`src/rtl/pipe_pkg.sv`:
```
// Shared pipeline encodings for decode, execute and the memory-access stage.
// Also holds the branch-resolution helper used by MEM.
package pipe_pkg;

  localparam logic [1:0] MEMRW_NONE  = 2'b00;
  localparam logic [1:0] MEMRW_LOAD  = 2'b01;
  localparam logic [1:0] MEMRW_STORE = 2'b10;

  localparam logic [1:0] MEMTOREG_ALU = 2'b00;
  localparam logic [1:0] MEMTOREG_MEM = 2'b01;
  localparam logic [1:0] MEMTOREG_PC4 = 2'b10;

  localparam logic [2:0] BR_NONE = 3'b000;
  localparam logic [2:0] BR_EQ   = 3'b001;
  localparam logic [2:0] BR_NE   = 3'b010;
  localparam logic [2:0] BR_LT   = 3'b011;
  localparam logic [2:0] BR_JALR = 3'b100;
  localparam logic [2:0] BR_GE   = 3'b101;
  localparam logic [2:0] BR_JAL  = 3'b110;

  localparam logic [2:0] FUNCT3_LB  = 3'b000;
  localparam logic [2:0] FUNCT3_LH  = 3'b001;
  localparam logic [2:0] FUNCT3_LW  = 3'b010;
  localparam logic [2:0] FUNCT3_LBU = 3'b100;
  localparam logic [2:0] FUNCT3_LHU = 3'b101;
  localparam logic [2:0] FUNCT3_SB  = 3'b000;
  localparam logic [2:0] FUNCT3_SH  = 3'b001;
  localparam logic [2:0] FUNCT3_SW  = 3'b010;

  typedef enum logic [1:0] {
    ST_IDLE = 2'b00,
    ST_REQ  = 2'b01,
    ST_WAIT = 2'b10
  } mem_state_e;

  // EX already reduced the comparison to an SLT/SLTU or subtract result.
  function automatic logic br_taken(input logic [2:0] kind, input logic [31:0] alu);
    case (kind)
      BR_EQ, BR_GE:    return alu == 32'd0;
      BR_NE:           return alu != 32'd0;
      BR_LT:           return alu == 32'd1;
      BR_JAL, BR_JALR: return 1'b1;
      default:         return 1'b0;
    endcase
  endfunction

endpackage

```
`src/rtl/load_store_align.sv`:
```
// Byte-lane steering for stores and sign/zero extension for loads.
// Also flags accesses whose address is not aligned to their size.
module load_store_align
  import pipe_pkg::*;
(
  input  logic [2:0]  funct3_i,
  input  logic [1:0]  addr_lo_i,
  input  logic [31:0] store_data_i,
  input  logic [31:0] rdata_i,
  output logic [31:0] wdata_o,
  output logic [3:0]  wstrb_o,
  output logic [31:0] load_data_o,
  output logic        misaligned_o
);

  logic [7:0]  byte_sel;
  logic [15:0] half_sel;

  assign byte_sel = rdata_i[{addr_lo_i, 3'b000} +: 8];
  assign half_sel = rdata_i[{addr_lo_i[1], 4'b0000} +: 16];

  // funct3[1:0] is the access size, funct3[2] selects zero extension.
  always_comb begin
    wdata_o      = store_data_i;
    wstrb_o      = 4'b1111;
    load_data_o  = rdata_i;
    misaligned_o = 1'b0;
    case (funct3_i[1:0])
      2'b00: begin
        wdata_o     = {4{store_data_i[7:0]}};
        wstrb_o     = 4'b0001 << addr_lo_i;
        load_data_o = funct3_i[2] ? {24'd0, byte_sel} : {{24{byte_sel[7]}}, byte_sel};
      end
      2'b01: begin
        wdata_o      = {2{store_data_i[15:0]}};
        wstrb_o      = addr_lo_i[1] ? 4'b1100 : 4'b0011;
        load_data_o  = funct3_i[2] ? {16'd0, half_sel} : {{16{half_sel[15]}}, half_sel};
        misaligned_o = addr_lo_i[0];
      end
      default: misaligned_o = addr_lo_i != 2'b00;
    endcase
  end

endmodule

```
`src/rtl/mem_access_stage.sv`:
```
// MEM stage: branch redirect, data-memory req/gnt/rvalid handshake with timeout,
// load extension and the MEM/WB register. Stalls EX while an access is open.
module mem_access_stage
  import pipe_pkg::*;
#(
  parameter int XLEN       = 32,
  parameter int WAIT_LIMIT = 255
) (
  input  logic            clk,
  input  logic            rst,
  input  logic [XLEN-1:0] pc_branch_i,
  input  logic [XLEN-1:0] pcp4_i,
  input  logic [XLEN-1:0] alu_res_i,
  input  logic [XLEN-1:0] store_data_i,
  input  logic [4:0]      wreg_i,
  input  logic            regwrite_i,
  input  logic [1:0]      memtoreg_i,
  input  logic [1:0]      memrw_i,
  input  logic [2:0]      membranch_i,
  input  logic [31:0]     instr_i,
  output logic            dmem_req_o,
  output logic            dmem_we_o,
  output logic [XLEN-1:0] dmem_addr_o,
  output logic [XLEN-1:0] dmem_wdata_o,
  output logic [3:0]      dmem_wstrb_o,
  input  logic            dmem_gnt_i,
  input  logic            dmem_rvalid_i,
  input  logic [XLEN-1:0] dmem_rdata_i,
  output logic            redirect_o,
  output logic [XLEN-1:0] redirect_pc_o,
  output logic            stall_o,
  output logic [XLEN-1:0] wb_data_o,
  output logic [4:0]      wb_wreg_o,
  output logic            wb_regwrite_o,
  output logic [31:0]     wb_instr_o,
  output logic            exc_o
);

  localparam int CNT_W = (WAIT_LIMIT > 1) ? $clog2(WAIT_LIMIT) : 1;
  localparam logic [CNT_W-1:0] CNT_LAST = (WAIT_LIMIT > 0) ? CNT_W'(WAIT_LIMIT - 1) : '0;
  localparam bit HAS_LIMIT = WAIT_LIMIT > 0;

  mem_state_e      state_q, state_d;
  logic [CNT_W-1:0] cnt_q, cnt_d;
  logic [XLEN-1:0] wb_data_q, wb_data_d, redirect_pc_q, redirect_pc_d;
  logic [4:0]      wb_wreg_q, wb_wreg_d;
  logic [31:0]     wb_instr_q, wb_instr_d;
  logic            wb_regwrite_q, wb_regwrite_d, redirect_q, redirect_d, exc_q, exc_d;

  logic [31:0] lane_wdata, load_data;
  logic [3:0]  lane_wstrb;
  logic        misaligned, is_load, is_store, mem_op;
  logic        req, complete, abort, active, stall, kill;

  load_store_align u_align (
    .funct3_i     (instr_i[14:12]),
    .addr_lo_i    (alu_res_i[1:0]),
    .store_data_i (store_data_i),
    .rdata_i      (dmem_rdata_i),
    .wdata_o      (lane_wdata),
    .wstrb_o      (lane_wstrb),
    .load_data_o  (load_data),
    .misaligned_o (misaligned)
  );

  assign is_load  = memrw_i == MEMRW_LOAD;
  assign is_store = memrw_i == MEMRW_STORE;
  assign mem_op   = is_load || is_store;

  // A load that sees rvalid together with gnt finishes without visiting WAIT.
  always_comb begin
    state_d  = state_q;
    req      = 1'b0;
    complete = 1'b0;
    abort    = 1'b0;
    case (state_q)
      ST_IDLE: begin
        if (mem_op && !misaligned) begin
          req = 1'b1;
          if (dmem_gnt_i && (is_store || dmem_rvalid_i)) complete = 1'b1;
          else if (dmem_gnt_i)                           state_d  = ST_WAIT;
          else                                           state_d  = ST_REQ;
        end
      end
      ST_REQ: begin
        req = 1'b1;
        if (dmem_gnt_i && (is_store || dmem_rvalid_i)) begin
          complete = 1'b1;
          state_d  = ST_IDLE;
        end else if (dmem_gnt_i) begin
          state_d = ST_WAIT;
        end
      end
      ST_WAIT: begin
        if (dmem_rvalid_i) begin
          complete = 1'b1;
          state_d  = ST_IDLE;
        end
      end
      default: state_d = ST_IDLE;
    endcase
    if (HAS_LIMIT && state_q != ST_IDLE && !complete && cnt_q == CNT_LAST) begin
      abort   = 1'b1;
      state_d = ST_IDLE;
    end
    cnt_d = (state_q != ST_IDLE && state_d != ST_IDLE) ? cnt_q + 1'b1 : '0;
  end

  assign active = (state_q != ST_IDLE) || (mem_op && !misaligned);
  assign stall  = active && !complete && !abort;
  assign kill   = abort || (state_q == ST_IDLE && mem_op && misaligned);

  // Stalled, misaligned and aborted cycles all hand WB a bubble.
  always_comb begin
    wb_data_d     = '0;
    wb_wreg_d     = '0;
    wb_regwrite_d = 1'b0;
    wb_instr_d    = '0;
    redirect_d    = 1'b0;
    redirect_pc_d = '0;
    exc_d         = kill;
    if (!stall && !kill) begin
      wb_wreg_d     = wreg_i;
      wb_regwrite_d = regwrite_i && (wreg_i != 5'd0);
      wb_instr_d    = instr_i;
      case (memtoreg_i)
        MEMTOREG_ALU: wb_data_d = alu_res_i;
        MEMTOREG_MEM: wb_data_d = load_data;
        MEMTOREG_PC4: wb_data_d = pcp4_i;
        default:      wb_data_d = '0;
      endcase
      if (memrw_i == MEMRW_NONE && br_taken(membranch_i, alu_res_i)) begin
        redirect_d    = 1'b1;
        redirect_pc_d = pc_branch_i;
      end
    end
  end

  always_ff @(posedge clk or negedge rst) begin
    if (!rst) begin
      state_q       <= ST_IDLE;
      cnt_q         <= '0;
      wb_data_q     <= '0;
      wb_wreg_q     <= '0;
      wb_regwrite_q <= 1'b0;
      wb_instr_q    <= '0;
      redirect_q    <= 1'b0;
      redirect_pc_q <= '0;
      exc_q         <= 1'b0;
    end else begin
      state_q       <= state_d;
      cnt_q         <= cnt_d;
      wb_data_q     <= wb_data_d;
      wb_wreg_q     <= wb_wreg_d;
      wb_regwrite_q <= wb_regwrite_d;
      wb_instr_q    <= wb_instr_d;
      redirect_q    <= redirect_d;
      redirect_pc_q <= redirect_pc_d;
      exc_q         <= exc_d;
    end
  end

  // Reset gates the combinational handshake so a held EX op cannot raise req.
  assign dmem_req_o    = rst && req;
  assign dmem_we_o     = rst && req && is_store;
  assign dmem_addr_o   = {alu_res_i[XLEN-1:2], 2'b00};
  assign dmem_wdata_o  = lane_wdata;
  assign dmem_wstrb_o  = is_store ? lane_wstrb : 4'b0000;
  assign stall_o       = rst && stall;
  assign redirect_o    = redirect_q;
  assign redirect_pc_o = redirect_pc_q;
  assign wb_data_o     = wb_data_q;
  assign wb_wreg_o     = wb_wreg_q;
  assign wb_regwrite_o = wb_regwrite_q;
  assign wb_instr_o    = wb_instr_q;
  assign exc_o         = exc_q;

endmodule
```
`config.mk`:
```
export PLATFORM = sky130hd
export DESIGN_NAME = mem_access_stage
export DESIGN_NICKNAME = d
export VERILOG_FILES = /design/src/rtl/pipe_pkg.sv /design/src/rtl/load_store_align.sv /design/src/rtl/mem_access_stage.sv
export SDC_FILE = /design/constraint.sdc
export NUM_CORES = 1
export LEC_CHECK = 0
export CAP_MARGIN = 20
export CORE_AREA = 3 3 149 151
export DETAILED_ROUTE_END_ITERATION = 8
export DIE_AREA = 0 0 152 154
export PLACE_DENSITY = 0.68
export SYNTH_ARGS = -nofsm -noshare
export SYNTH_HDL_FRONTEND = slang
export SYNTH_HIERARCHICAL = 1
export SYNTH_SLANG_ARGS = --single-unit
```
`constraint.sdc`:
```
create_clock -name clk -period 1.8 [get_ports clk]
set_clock_uncertainty 0.2 [all_clocks]
set_input_delay 0.27 -clock clk [delete_from_list [all_inputs] [get_ports clk]]
set_output_delay 0.27 -clock clk [all_outputs]
set_load 0.05 [all_outputs]
```
# Word-level counts from Yosys, hierarchy flattened
# Cells that the tools add are included.
# word_totals
register_bits,114
# classes
addsub,1
eq_ne,15
shifts,3
n_mux,35
reduce_logical,36
# op_table
operator,n
32-bit two-way mux,6
32-bit case mux with 2 select lines,2
32-bit case mux with 3 select lines,1
32-bit by 1-bit equality test with 1-bit output (second input constant),1
32-bit logical NOT,1
32-bit nonzero test,1
32-bit by 6-bit variable part select with 16-bit output,1
32-bit by 6-bit variable part select with 8-bit output,1
1-bit logical AND,15
2-bit two-way mux,7
3-bit equality test (second input constant),3
1-bit two-way mux,9
8-bit by 1-bit adder with 8-bit output (second input constant),1
2-bit by 1-bit equality test with 1-bit output (second input constant),4
8-bit equality test (second input constant),1
2-bit logical NOT,4
4-bit two-way mux,2
8-bit two-way mux,1
4-bit case mux with 2 select lines,1
2-bit equality test (second input constant),3
3-bit by 2-bit equality test with 1-bit output (second input constant),2
2-bit case mux with 3 select lines,1
2-bit nonzero test,3
1-bit logical NOT,5
9 further kinds,14

# Longest topological paths before layout
# Gate-level depths: netlist of the first run.
# logic_depth
depth_word,18
mapped_depth,9
depth_no_buf,6

# Modules after synthesis
# The synthesis of the first run kept the hierarchy.
# modules_own_cells
mod,instances,cells_each,area_per_inst_um2
mem_access_stage,1,488,5213.8
load_store_align,1,189,1234.9

# Worst setup path before layout of the first run
# Ideal clock, no wire load.
# synth_path
path_kind,input port to output port
startpoint,input instr_i[12]
endpoint,output stall_o
arrival_time_ps,2311
slack_ps,-981
path_stages,8
cell_sequence,buf_4 -> buf_2 -> a21oi_1 -> nor2_1 -> nand2b_1 -> nand2_1 -> o211ai_1 -> a211oi_1
# synth_via
elab_chain_cells,13
word_cells_on_any_way,16
# synth_lines
item,line,rtl
start: declaration,mem_access_stage.sv:20,"input logic [31:0] instr_i,"
2-bit by 1-bit equality test with 1-bit output / 2-bit logical NOT (equally long branches),load_store_align.sv:28,case (funct3_i[1:0])
1-bit case mux with 2 select lines (*),load_store_align.sv:28,
net misaligned,mem_access_stage.sv:52,"logic misaligned, is_load, is_store, mem_op;"
1-bit logical NOT (*),"mem_access_stage.sv:78, mem_access_stage.sv:109",
1-bit logical AND (*),"mem_access_stage.sv:78, mem_access_stage.sv:109",
1-bit two-way mux,mem_access_stage.sv:78,if (mem_op && !misaligned) begin
1-bit case mux with 3 select lines,mem_access_stage.sv:76,case (state_q)
1-bit logical NOT,"mem_access_stage.sv:102, mem_access_stage.sv:110",
1-bit logical AND (2 in a row),mem_access_stage.sv:102,if (HAS_LIMIT && state_q != ST_IDLE && !complete && cnt_q == CNT_LAST) begin
1-bit two-way mux,mem_access_stage.sv:102,
1-bit logical NOT,mem_access_stage.sv:110,assign stall = active && !complete && !abort;
1-bit logical AND (*),mem_access_stage.sv:110,
1-bit logical AND (*),mem_access_stage.sv:169,assign stall_o = rst && stall;
end: declaration,mem_access_stage.sv:31,"output logic stall_o,"
# Mark *: on every way through the listed nets, which the timed path passes. The rest lies on a longest branch.

# Worst setup path after layout of the first run
# layout_path
startpoint,register cnt_q[2]
endpoint,output stall_o
# layout_via
elab_chain_cells,6
# layout_lines
item,line,rtl
start: declaration,mem_access_stage.sv:44,"logic [CNT_W-1:0] cnt_q, cnt_d;"
start signal: assignment,mem_access_stage.sv:152,cnt_q <= cnt_d;
8-bit equality test,mem_access_stage.sv:102,
1-bit logical AND,mem_access_stage.sv:102,
1-bit two-way mux,mem_access_stage.sv:102,
1-bit logical NOT,mem_access_stage.sv:110,
1-bit logical AND,mem_access_stage.sv:110,
1-bit logical AND,mem_access_stage.sv:169,
# No other way between the ends.

==> impl_metrics.toml, run 1 <==
[timing]
finalCritPeriodShare_pct = 117
finalHoldViolCount = 0
slew_violations = 0
max_freq_mhz = 473
setup_viol = 107
rsz0062_at_grt = "true"
layout_setup_ws_ps = -314
fin_crit_ps = 2110

[power]
power.total_mw = 10.7
peakVddDrop_uv = 474
cellPowerDensity_nw_per_um2 = 814
p_leak_nw = 6.27

[synthesis]
synth_top_area_cell = "dfrtp_1"
synth_area_per_cell_um2 = 9.53
ys_seq_area_share_pct = 44.2
synthFlopType = "dfrtp_1"
synth.top_cells.by_area = "dfrtp_1 (44%), mux2i_1 (7.5%), a211oi_2 (5.8%)"
synth_area_um2 = 6450
async_flop_share_pct = 100
synth-edff-count = 0
netlist_instances = 677
ys_types = 52
yosys_warnings = 6
yosys.area.top_type_share_pct = 44.2
synth_seq_cells = 114

[hold_path]
worstHoldStart = "instr_i[12]"
hold_class = "input port to flip-flop"

[critical_path]
cp_cell_sequence = "and4_4, nand2_2, o211ai_1, a211oi_4, buf_12"
max_stage_delay_ps = 420
critical-path-top-delay-family = "flip-flops"
crit_path_start_kind = "flip-flop"
r2r-start = "state_q[0]$_DFF_PN0_"
end_kind = "output port"
cp_slowest_cell = "dfrtp_1"
path_buf_inv = 1
critPathMaxFanout = 5
arrival_ps = 1640
critPathLaunch = "cnt_q[2]$_DFF_PN0_"
critPathRequiredTime_ps = 1330
critical_path_class = "flip-flop to output port"

[clock_tree]
worst_setup_hold_path_clk_slew_ps = 60
root_buffer = "clkbuf_16"
cts.htree.levels = 4
insertion_delay_ps = 410
cts_sinks = 114
cts_buffers = 17
cts_tree = "yes"
clk_path_buf_depth = 2

[final_layout]
drive_gt1_share_pct = 42.0
design.final.nets = 1363
fillerInstances = 1648
area_growth_pct = 104

[die]
core_area_um2 = 21000
rows = 53
pin_count = 384
initial_core_util_pct = 30.8
dieArea_um2 = 23400
die_y_um = 154
die_w_um = 152

[routing]
drc = 0
drtAntennaViolNets = 0
drt_first_pass_iters = 5
vias = 6927
first_iter_violations = 433
wl_per_cell_um = 21.0
wirelength_mm = 30.2
via_per_inst = 4.81

[run_status]
violations = "setup timing"
status = "finished with violations"

[global_routing]
grt-ovfl-total = 0
grt_pass1_wl_mm = 43.0
antenna_found_initial = 4
grt_pass1_vias = 7202
grt_max_degree = 81
grtUsageTotal_pct = 23.8

[placement]
port_buffers = 381
dp_hpwl_mm = 21.7
place_ws_ps = -739
place_congestion = 0.885

[run]
drv_cap = 0
[flip-flops by register name (all words and copies together) (netlist names)]
name,flops
cnt_q,8
exc_o,1
redirect_o,1
redirect_pc_o,32
state_q,2
wb_data_o,32
wb_instr_o,32
wb_regwrite_o,1
wb_wreg_o,5
[cell usage in the layout (no fill, tap or decap), drive strengths merged, types with 3 or more instances in the layout]
cell,count
a211oi,34
a21oi,36
a221o,7
and2,5
buf,335
bufinv,4
clkbuf,26
clkdlybuf4s15,8
clkdlybuf4s50,164
clkinv,6
dfrtp,114
dlygate4sd2,18
dlymetal6s2s,5
ha,4
inv,49
mux2,12
mux2i,48
nand2,45
nand3,3
nand4,3
nor2,84
nor2b,57
nor3,11
nor4,7
o21ai,12
o21bai,4
o221ai,8
o22ai,17
or2,4
xor2,5
[metrics by stage]
stage | utilization (%) | cells | cell area, um^2 | TNS, ps | hold WS (ps)
floorplan | - | 678 | 6570 | -4430 | -226
global route | 62.8 | 1439 | 13200 | -22180 | 128
CTS | 61.2 | 1426 | 12800 | -6190 | 119
detailed placement | 54.8 | 1360 | 11500 | -78210 | 195
global placement | 54.8 | 1360 | 11500 | -73900 | 192
finish | 62.9 | 1440 | 13200 | -14060 | 126
[Yosys cell counts (11+ instances only)]
| master | n |
|---|---|
| a21oi_1 | 36 |
| nand2_1 | 45 |
| dfrtp_1 | 114 |
| nor2_1 | 84 |
| o22ai_1 | 17 |
| inv_1 | 47 |
| buf_2 | 29 |
| a211oi_2 | 30 |
| nor2b_1 | 57 |
| clkbuf_1 | 12 |
| mux2i_1 | 48 |
| nor3_1 | 11 |
| buf_4 | 42 |
[power breakdown]
| group | switching, mW | internal [mW] |
|---|---|---|
| registers | 0.0753 | 2.77 |
| logic | 2.34 | 1.87 |
| clock network | 1.32 | 2.34 |
[cells by family (layout without fill, tap and decap cells)]
| kind of cell | after synthesis | count (layout) | synth area share, % |
|---|---|---|---|
| xor gates and xnor gates | 6 | 6 | 0.815 |
| and+or+nand+nor | 228 | 230 | 17.0 |
| muxes | 60 | 60 | 9.66 |
| other | 1 | 4 | 0.0582 |
| AOI/OAI and AO/OA | 129 | 129 | 16.2 |
| buffers and inverters | 135 | 618 | 11.2 |
| adders and majority gates | 4 | 4 | 0.776 |
| DFF | 114 | 114 | 44.2 |
[final cells by class]
| type | count | area (um^2) | area share [%] |
|---|---|---|---|
| flip-flops and latches | 114 | 2850 | 21.7 |
| inverters | 47 | 176 | 1.34 |
| clock buffers | 18 | 429 | 3.26 |
| multi-input cells | 431 | 3260 | 24.8 |
| well taps | 275 | 344 | 2.61 |
| repair buffers | 539 | 5900 | 44.8 |
| clock inverters | 14 | 205 | 1.56 |
| diodes | 2 | 5.00 | 0.0380 |
[routing by layer]
metal,global-route usage [%],vias to the layer above,share of wire (%)
li1,-,3215,-
met1,26.7,3345,38
met3,8.22,37,7.9
met5,0,-,0.089
met2,43.0,326,52
met4,6.81,4,2.1
[repair_timing]
item                       4_1_cts  5_1_grt
hold endpoints to repair       114        0
hold buffers                     1        0
setup endpoints to repair      138      126
gates resized for setup        137       50
pin swaps                       34       17
setup buffers                   24        6
cloned                          11        8
[worst register-to-register path: stages (launching register included)]
cell and delay [ps]:
dfrtp_2 410, buf_4 140, buf_4 110, nor3_4 30, a21o_1 200, buf_6 140, nor2_4 270, buf_12 190
clkbuf_16 180, nor2_1 50
[worst paths after layout]
path	slack (ps)	cells after the start	end
worst max register to register	-240	9	wb_data_o[5]$_DFF_PN0_
max in group asynchronous	640	3	cnt_q[3]$_DFF_PN0_
worst min register to register	370	2	cnt_q[0]$_DFF_PN0_
worst max-delay path	-310	5	stall_o
worst min-delay path	130	3	wb_instr_o[12]$_DFF_PN0_
min in group asynchronous	390	3	redirect_pc_o[9]$_DFF_PN0_
Power figures use the tool's default switching activity.
==> inputs of run 2 (changes only) <==
GPL_TIMING_DRIVEN = 0   (was not set)
==> run 2 against run 1 <==
Effect of this change:
- the run ends with hold timing, setup timing left
- clock-buffer cell count increased by 2
- maximum frequency barely moved
- sequential share of layout area up 2.0 points
- hold slack got worse by 520 ps
- wire length decreased by 7.3%
- highest routed layer is now met4
==> impl_metrics.toml, run 2 (synthesis results as in run 1) <==
[run_status]
status = "finished with violations"
violations = "hold timing, setup timing"

[critical_path]
worst_r2r_path_depth = 7
cp_cell_sequence = "and4_4, nand2_2, o211ai_1, a211oi_4, buf_6"
path_buf_inv = 1
r2r-start = "state_q[0]$_DFF_PN0_"
critical_path_class = "flip-flop to output port"
regToRegEndpoint = "redirect_pc_o[17]$_DFF_PN0_"
r2r_slack_ps = -270
max_stage_delay_ps = 410
cp_slowest_cell = "dfrtp_1"
end_kind = "output port"
critPathRequiredTime_ps = 1330
critical_path.endpoint = "stall_o"
arrival_ps = 1640
critical-path-top-delay-family = "flip-flops"
crit_path_start_kind = "flip-flop"
critPathMaxFanout = 4
critPathLaunch = "cnt_q[3]$_DFF_PN0_"
cp.depth = 5

[timing]
finalHoldViolCount = 48
fin_crit_ps = 2110
rsz0062_at_grt = "true"
slew_violations = 0
finalCritPeriodShare_pct = 117
worst_slew_pin_slew_ps = 670
hold_slack_ps = -392
max_freq_mhz = 473
slew-limit-headroom_pct = 55.1
setup_viol = 116
layout_setup_ws_ps = -312

[final_layout]
ff_latch_area_um2 = 2860
diodes = 0
layoutNonFillerInstCount = 1410
area_growth_pct = 87.0
layout_commonest_cell = "clkdlybuf4s50_1"
drive_gt1_share_pct = 28.3
post-route-util_pct = 57.5
design.final.nets = 1337
fillerInstances = 1845
multi_input_area_um2 = 3280
mostFrequentLayoutCells = "clkdlybuf4s50_1 (163), dlygate4sd2_1 (155), dfrtp_1 (112)"

[die]
rows = 53
dieArea_um2 = 23400
die_w_um = 152
pin_count = 384
die_y_um = 154
core_area_um2 = 21000
initial_core_util_pct = 30.8

[power]
p_sw_mw = 3.49
switching_share_pct = 36.7
cellPowerDensity_nw_per_um2 = 788
p_leak_nw = 5.85
internal_power_mw = 6.01
clock_power_share_pct = 31.7
power_frac_seq_pct = 29.7
peakVddDrop_uv = 465
power_frac_comb_pct = 38.5
power.total_mw = 9.50

[placement]
place_congestion = 0.842
place_ws_ps = -1790
port_buffers = 379
dp_hpwl_mm = 21.2
place_inst = 1333

[routing]
wirelength_mm = 28.0
drtAntennaViolNets = 0
wl_per_cell_um = 19.9
vias = 6648
via_per_inst = 4.71
first_iter_violations = 345
drc = 0
drt_first_pass_iters = 4

[clock_tree]
cts_sinks = 114
cts.htree.levels = 4
insertion_delay_ps = 410
cts_tree = "yes"
worst_setup_hold_path_clk_slew_ps = 60
clk_path_buf_depth = 2
ctsHoldBuffers = 1
root_buffer = "clkbuf_16"
cts_buffers = 17

[global_routing]
grt_max_degree = 67
grt-ovfl-total = 0
grt_pass1_vias = 7145
antenna_found_initial = 0
grt_pass1_wl_mm = 42.3
grtUsageTotal_pct = 23.3

[hold_path]
hold_class = "input port to async pin"

[run]
drv_cap = 0
-- run 2: changes by cell type in the layout (fill, tap and decap cells not counted), sizes merged --
| cell | before | now |
|---|---|---|
| dlymetal6s2s | 5 | 1 |
| bufinv | 4 | 0 |
| clkbuf | 26 | 36 |
| diode | 2 | 0 |
| clkdlybuf4s15 | 8 | 17 |
| clkinvlp | 2 | 4 |
| inv | 49 | 47 |
| clkdlybuf4s50 | 164 | 163 |
| buf | 335 | 162 |
| dlygate4sd2 | 18 | 155 |
| or2 | 4 | 2 |
-- run 2: metal layers --
| metal | vias to the layer above | global-route usage [%] | wire length (um) |
|---|---|---|---|
| li1 | 3151 | - | - |
| met1 | 3182 | 27.0 | 11000 |
| met2 | 295 | 42.8 | 14800 |
| met3 | 20 | 6.19 | 1900 |
| met4 | 0 | 5.82 | 378 |
| met5 | - | 0 | 0 |
-- run 2: worst register-to-register path, cell delays in order (launching register included) --
cell and delay (ps):
dfrtp_2 430, buf_4 160, nor2b_2 280, a21o_1 270, o21ai_4 140, buf_12 160, buf_8 130, a211oi_2 200
-- run 2: layout make-up --
class | instances | share of cell area (%)
Timing Repair Buffer | 431 | 34.6
Multi-Input combinational cell | 429 | 27.2
Sequential cell | 114 | 23.7
Buffer | 84 | 5.87
Clock buffer | 20 | 3.79
Tap cell | 275 | 2.85
Inverter | 47 | 1.46
Clock inverter | 10 | 0.529
-- run 2: how the worst min path moves through the flow --
stage / end / from / cells after the start
3_5_place_dp: wb_instr_o[26]$_DFF_PN0_ / rst / 1
4_1_cts: wb_instr_o[26]$_DFF_PN0_ / rst / 1
3_3_place_gp: cnt_q[0]$_DFF_PN0_ / cnt_q[0]$_DFF_PN0_ / 1
5_1_grt: wb_instr_o[26]$_DFF_PN0_ / rst / 1
6_report: wb_instr_o[26]$_DFF_PN0_ / rst / 1
2_1_floorplan: cnt_q[0]$_DFF_PN0_ / rst / 0
-- run 2: what timing repair did --
item                       in CTS  in global routing
pin swaps                      44                 14
setup buffers                  39                  4
hold endpoints to repair       49                 48
gates cloned                    7                  0
gates resized for setup       569                 29
setup endpoints to repair     287                143
-- run 2: power by group through the flow --
stage / Combinational, mW / Sequential, mW / Clock (mW)
6_report: 3.66 / 2.83 / 3.01
5_1_grt: 3.85 / 2.85 / 3.21
4_1_cts: 3.66 / 2.83 / 3.07
3_5_place_dp: 3.37 / 2.88 / 0
3_3_place_gp: 3.35 / 2.88 / 0
2_1_floorplan: 1.18 / 3.60 / 0
-- run 2: per-stage QoR --
stage                     hold slack, ps  TNS (ps)  cell area [um^2]
after floorplan                     -226     -4430              6570
after global placement               355   -715170             10700
after detailed placement            58.7   -207460             10700
after CTS                           -379     -2540             12000
after global routing                -368    -18770             12100
final                               -392    -11120             12100
==> inputs of run 3 (changes only) <==
CORE_AREA = 2 2 148 150   (was 3 3 149 151)
DIE_AREA = 0 0 150 152   (was 0 0 152 154)
SETUP_SLACK_MARGIN = 0.4   (was not set)
==> run 3 against run 2 <==
Effect of this change:
- the flow still finishes with violations (hold timing, setup timing)
- non-clock buffer count rose by 39
- flip-flop and latch count did not move
- final area rose by 12%
- sequential power rose by 2%
- critical path depth rose by 1
- first-iteration DRC count fell by 35%
- clock-buffer cell count fell by 2
==> impl_metrics.toml, run 3 (synthesis results as in run 1) <==
[critical_path]
critPathRequiredTime_ps = 1330
regToRegEndpoint = "cnt_q[0]$_DFF_PN0_"
critPathLaunch = "cnt_q[0]$_DFF_PN0_"
r2r_slack_ps = -300
critPathMaxFanout = 2
end_kind = "output port"
critical_path_class = "flip-flop to output port"
arrival_ps = 1730
critPathMostFrequentCell = "o211ai_1"
cp_cell_sequence = "inv_1, ha_1, o211ai_1, o211ai_1, a211oi_4, buf_6"
max_stage_delay_ps = 350
cp_slowest_cell = "dfrtp_1"
r2r-start = "state_q[1]$_DFF_PN0_"
worst_r2r_path_depth = 7
crit_path_start_kind = "flip-flop"

[final_layout]
drive_gt1_share_pct = 46.4
layout_commonest_cell = "buf_6"
design.final.nets = 1376
mostFrequentLayoutCells = "buf_6 (159), clkdlybuf4s50_1 (148), dfrtp_1 (113)"
fillerInstances = 1746
post-route-util_pct = 63.4
area_growth_pct = 110

[routing]
drtAntennaViolNets = 0
via_per_inst = 4.73
wirelength_mm = 28.5
wl_per_cell_um = 19.6
vias = 6894
first_iter_violations = 224
drc = 0
drt_first_pass_iters = 4

[die]
die_w_um = 150
core_area_um2 = 21400
rows = 54
dieArea_um2 = 22800
die_y_um = 152
initial_core_util_pct = 30.2
pin_count = 384

[placement]
place_ws_ps = -1880
dp_hpwl_mm = 20.8
place_congestion = 0.855
port_buffers = 379

[global_routing]
antenna_found_initial = 1
grt_pass1_wl_mm = 41.8
grt-ovfl-total = 0
grt_pass1_vias = 7157
grtUsageTotal_pct = 24.4
grt_max_degree = 75

[clock_tree]
insertion_delay_ps = 410
ctsHoldBuffers = 1
cts_buffers = 17
clk_path_buf_depth = 2
cts_tree = "yes"
cts_sinks = 114
cts.htree.levels = 4
worst_setup_hold_path_clk_slew_ps = 60
root_buffer = "clkbuf_16"

[timing]
layout_setup_ws_ps = -398
finalHoldViolCount = 60
fin_crit_ps = 2200
max_freq_mhz = 455
hold_slack_ps = -421
setup_viol = 135
rsz0062_at_grt = "true"
finalCritPeriodShare_pct = 122
worst_slew_pin_slew_ps = 595
slew-limit-headroom_pct = 60.3
slew_violations = 0

[run_status]
status = "finished with violations"
violations = "hold timing, setup timing"

[power]
peakVddDrop_uv = 452
cellPowerDensity_nw_per_um2 = 782
p_leak_nw = 6.28

[hold_path]
hold_class = "input port to async pin"

[run]
drv_cap = 0
==> run 3: cell types whose count changed in the layout (fill, tap and decap cells not counted), moves of 11 or more <==
| cell | delta |
|---|---|
| dlygate4sd2_1 | -118 |
| nand2_1 | -19 |
| buf_12 | +12 |
| buf_6 | +129 |
| clkbuf_2 | +13 |
| nor2_1 | -18 |
| clkdlybuf4s50_1 | -15 |
| buf_8 | +22 |
| nor2b_1 | -11 |
| nand2_8 | +13 |
| clkbuf_4 | +15 |
==> run 3: what timing repair did <==
item | in CTS | in global routing
endpoints found under the hold margin | 41 | 40
cloned | 11 | 0
pin swaps | 31 | 16
setup buffers | 56 | 18
setup endpoints to repair | 287 | 277
resized for setup | 621 | 694
==> run 3: worst max-delay path by stage <==
stage / endpoint / slack [ps]
5_1_grt: stall_o / -500
3_5_place_dp: stall_o / -1880
6_report: stall_o / -400
3_3_place_gp: stall_o / -5290
4_1_cts: stall_o / -450
2_1_floorplan: stall_o / -150
==> run 3: per-stage QoR <==
step / hold WS (ps) / area, um^2 / std cells / total power, mW / setup TNS [ps]
2_1_floorplan: -226 / 6960 / 678 / 4.93 / -7550
3_3_place_gp: 350 / 11100 / 1337 / 6.35 / -707570
3_5_place_dp: 24.5 / 11100 / 1338 / 6.38 / -205290
4_1_cts: -420 / 13100 / 1438 / 10.4 / -40420
5_1_grt: -410 / 13500 / 1456 / 11.0 / -27900
6_report: -421 / 13500 / 1457 / 10.6 / -21070
==> run 3: final cells by class <==
type / count / area (um^2) / share of cell area, %
diodes: 1 / 2.50 / 0.0185
plain buffers: 88 / 800 / 5.91
clock buffers: 18 / 439 / 3.24
clock inverters: 14 / 129 / 0.952
inverters: 47 / 176 / 1.30
multi-input cells: 429 / 3750 / 27.7
flip-flops and latches: 114 / 2850 / 21.1
well taps: 280 / 350 / 2.59
repair buffers: 466 / 5040 / 37.2
==> run 3: worst max-delay path, delay by kind of cell (launching register included) <==
| kind | cells | cell delay (ps) |
|---|---|---|
| flops | 1 | 350 |
| fa+ha+maj | 1 | 210 |
| compound gates | 3 | 520 |
| buf+inv | 2 | 240 |
==> run 3: power by group <==
part / leakage, nW / switching, mW / total (mW) / internal [mW]
registers: 1.53 / 0.108 / 2.88 / 2.77
clock network: 0.273 / 1.29 / 3.24 / 1.95
logic: 4.48 / 2.42 / 4.47 / 2.05
total: 6.28 / 3.82 / 10.6 / 6.77
==> run 3: metal layers <==
metal  part of all wire (%)  vias up  track usage, %
met4                    2.3        0            8.00
met2                     53      290            43.8
met5                      0        -               0
li1                       -     3241               -
met1                     38     3326            27.9
met3                    7.4       37            6.22
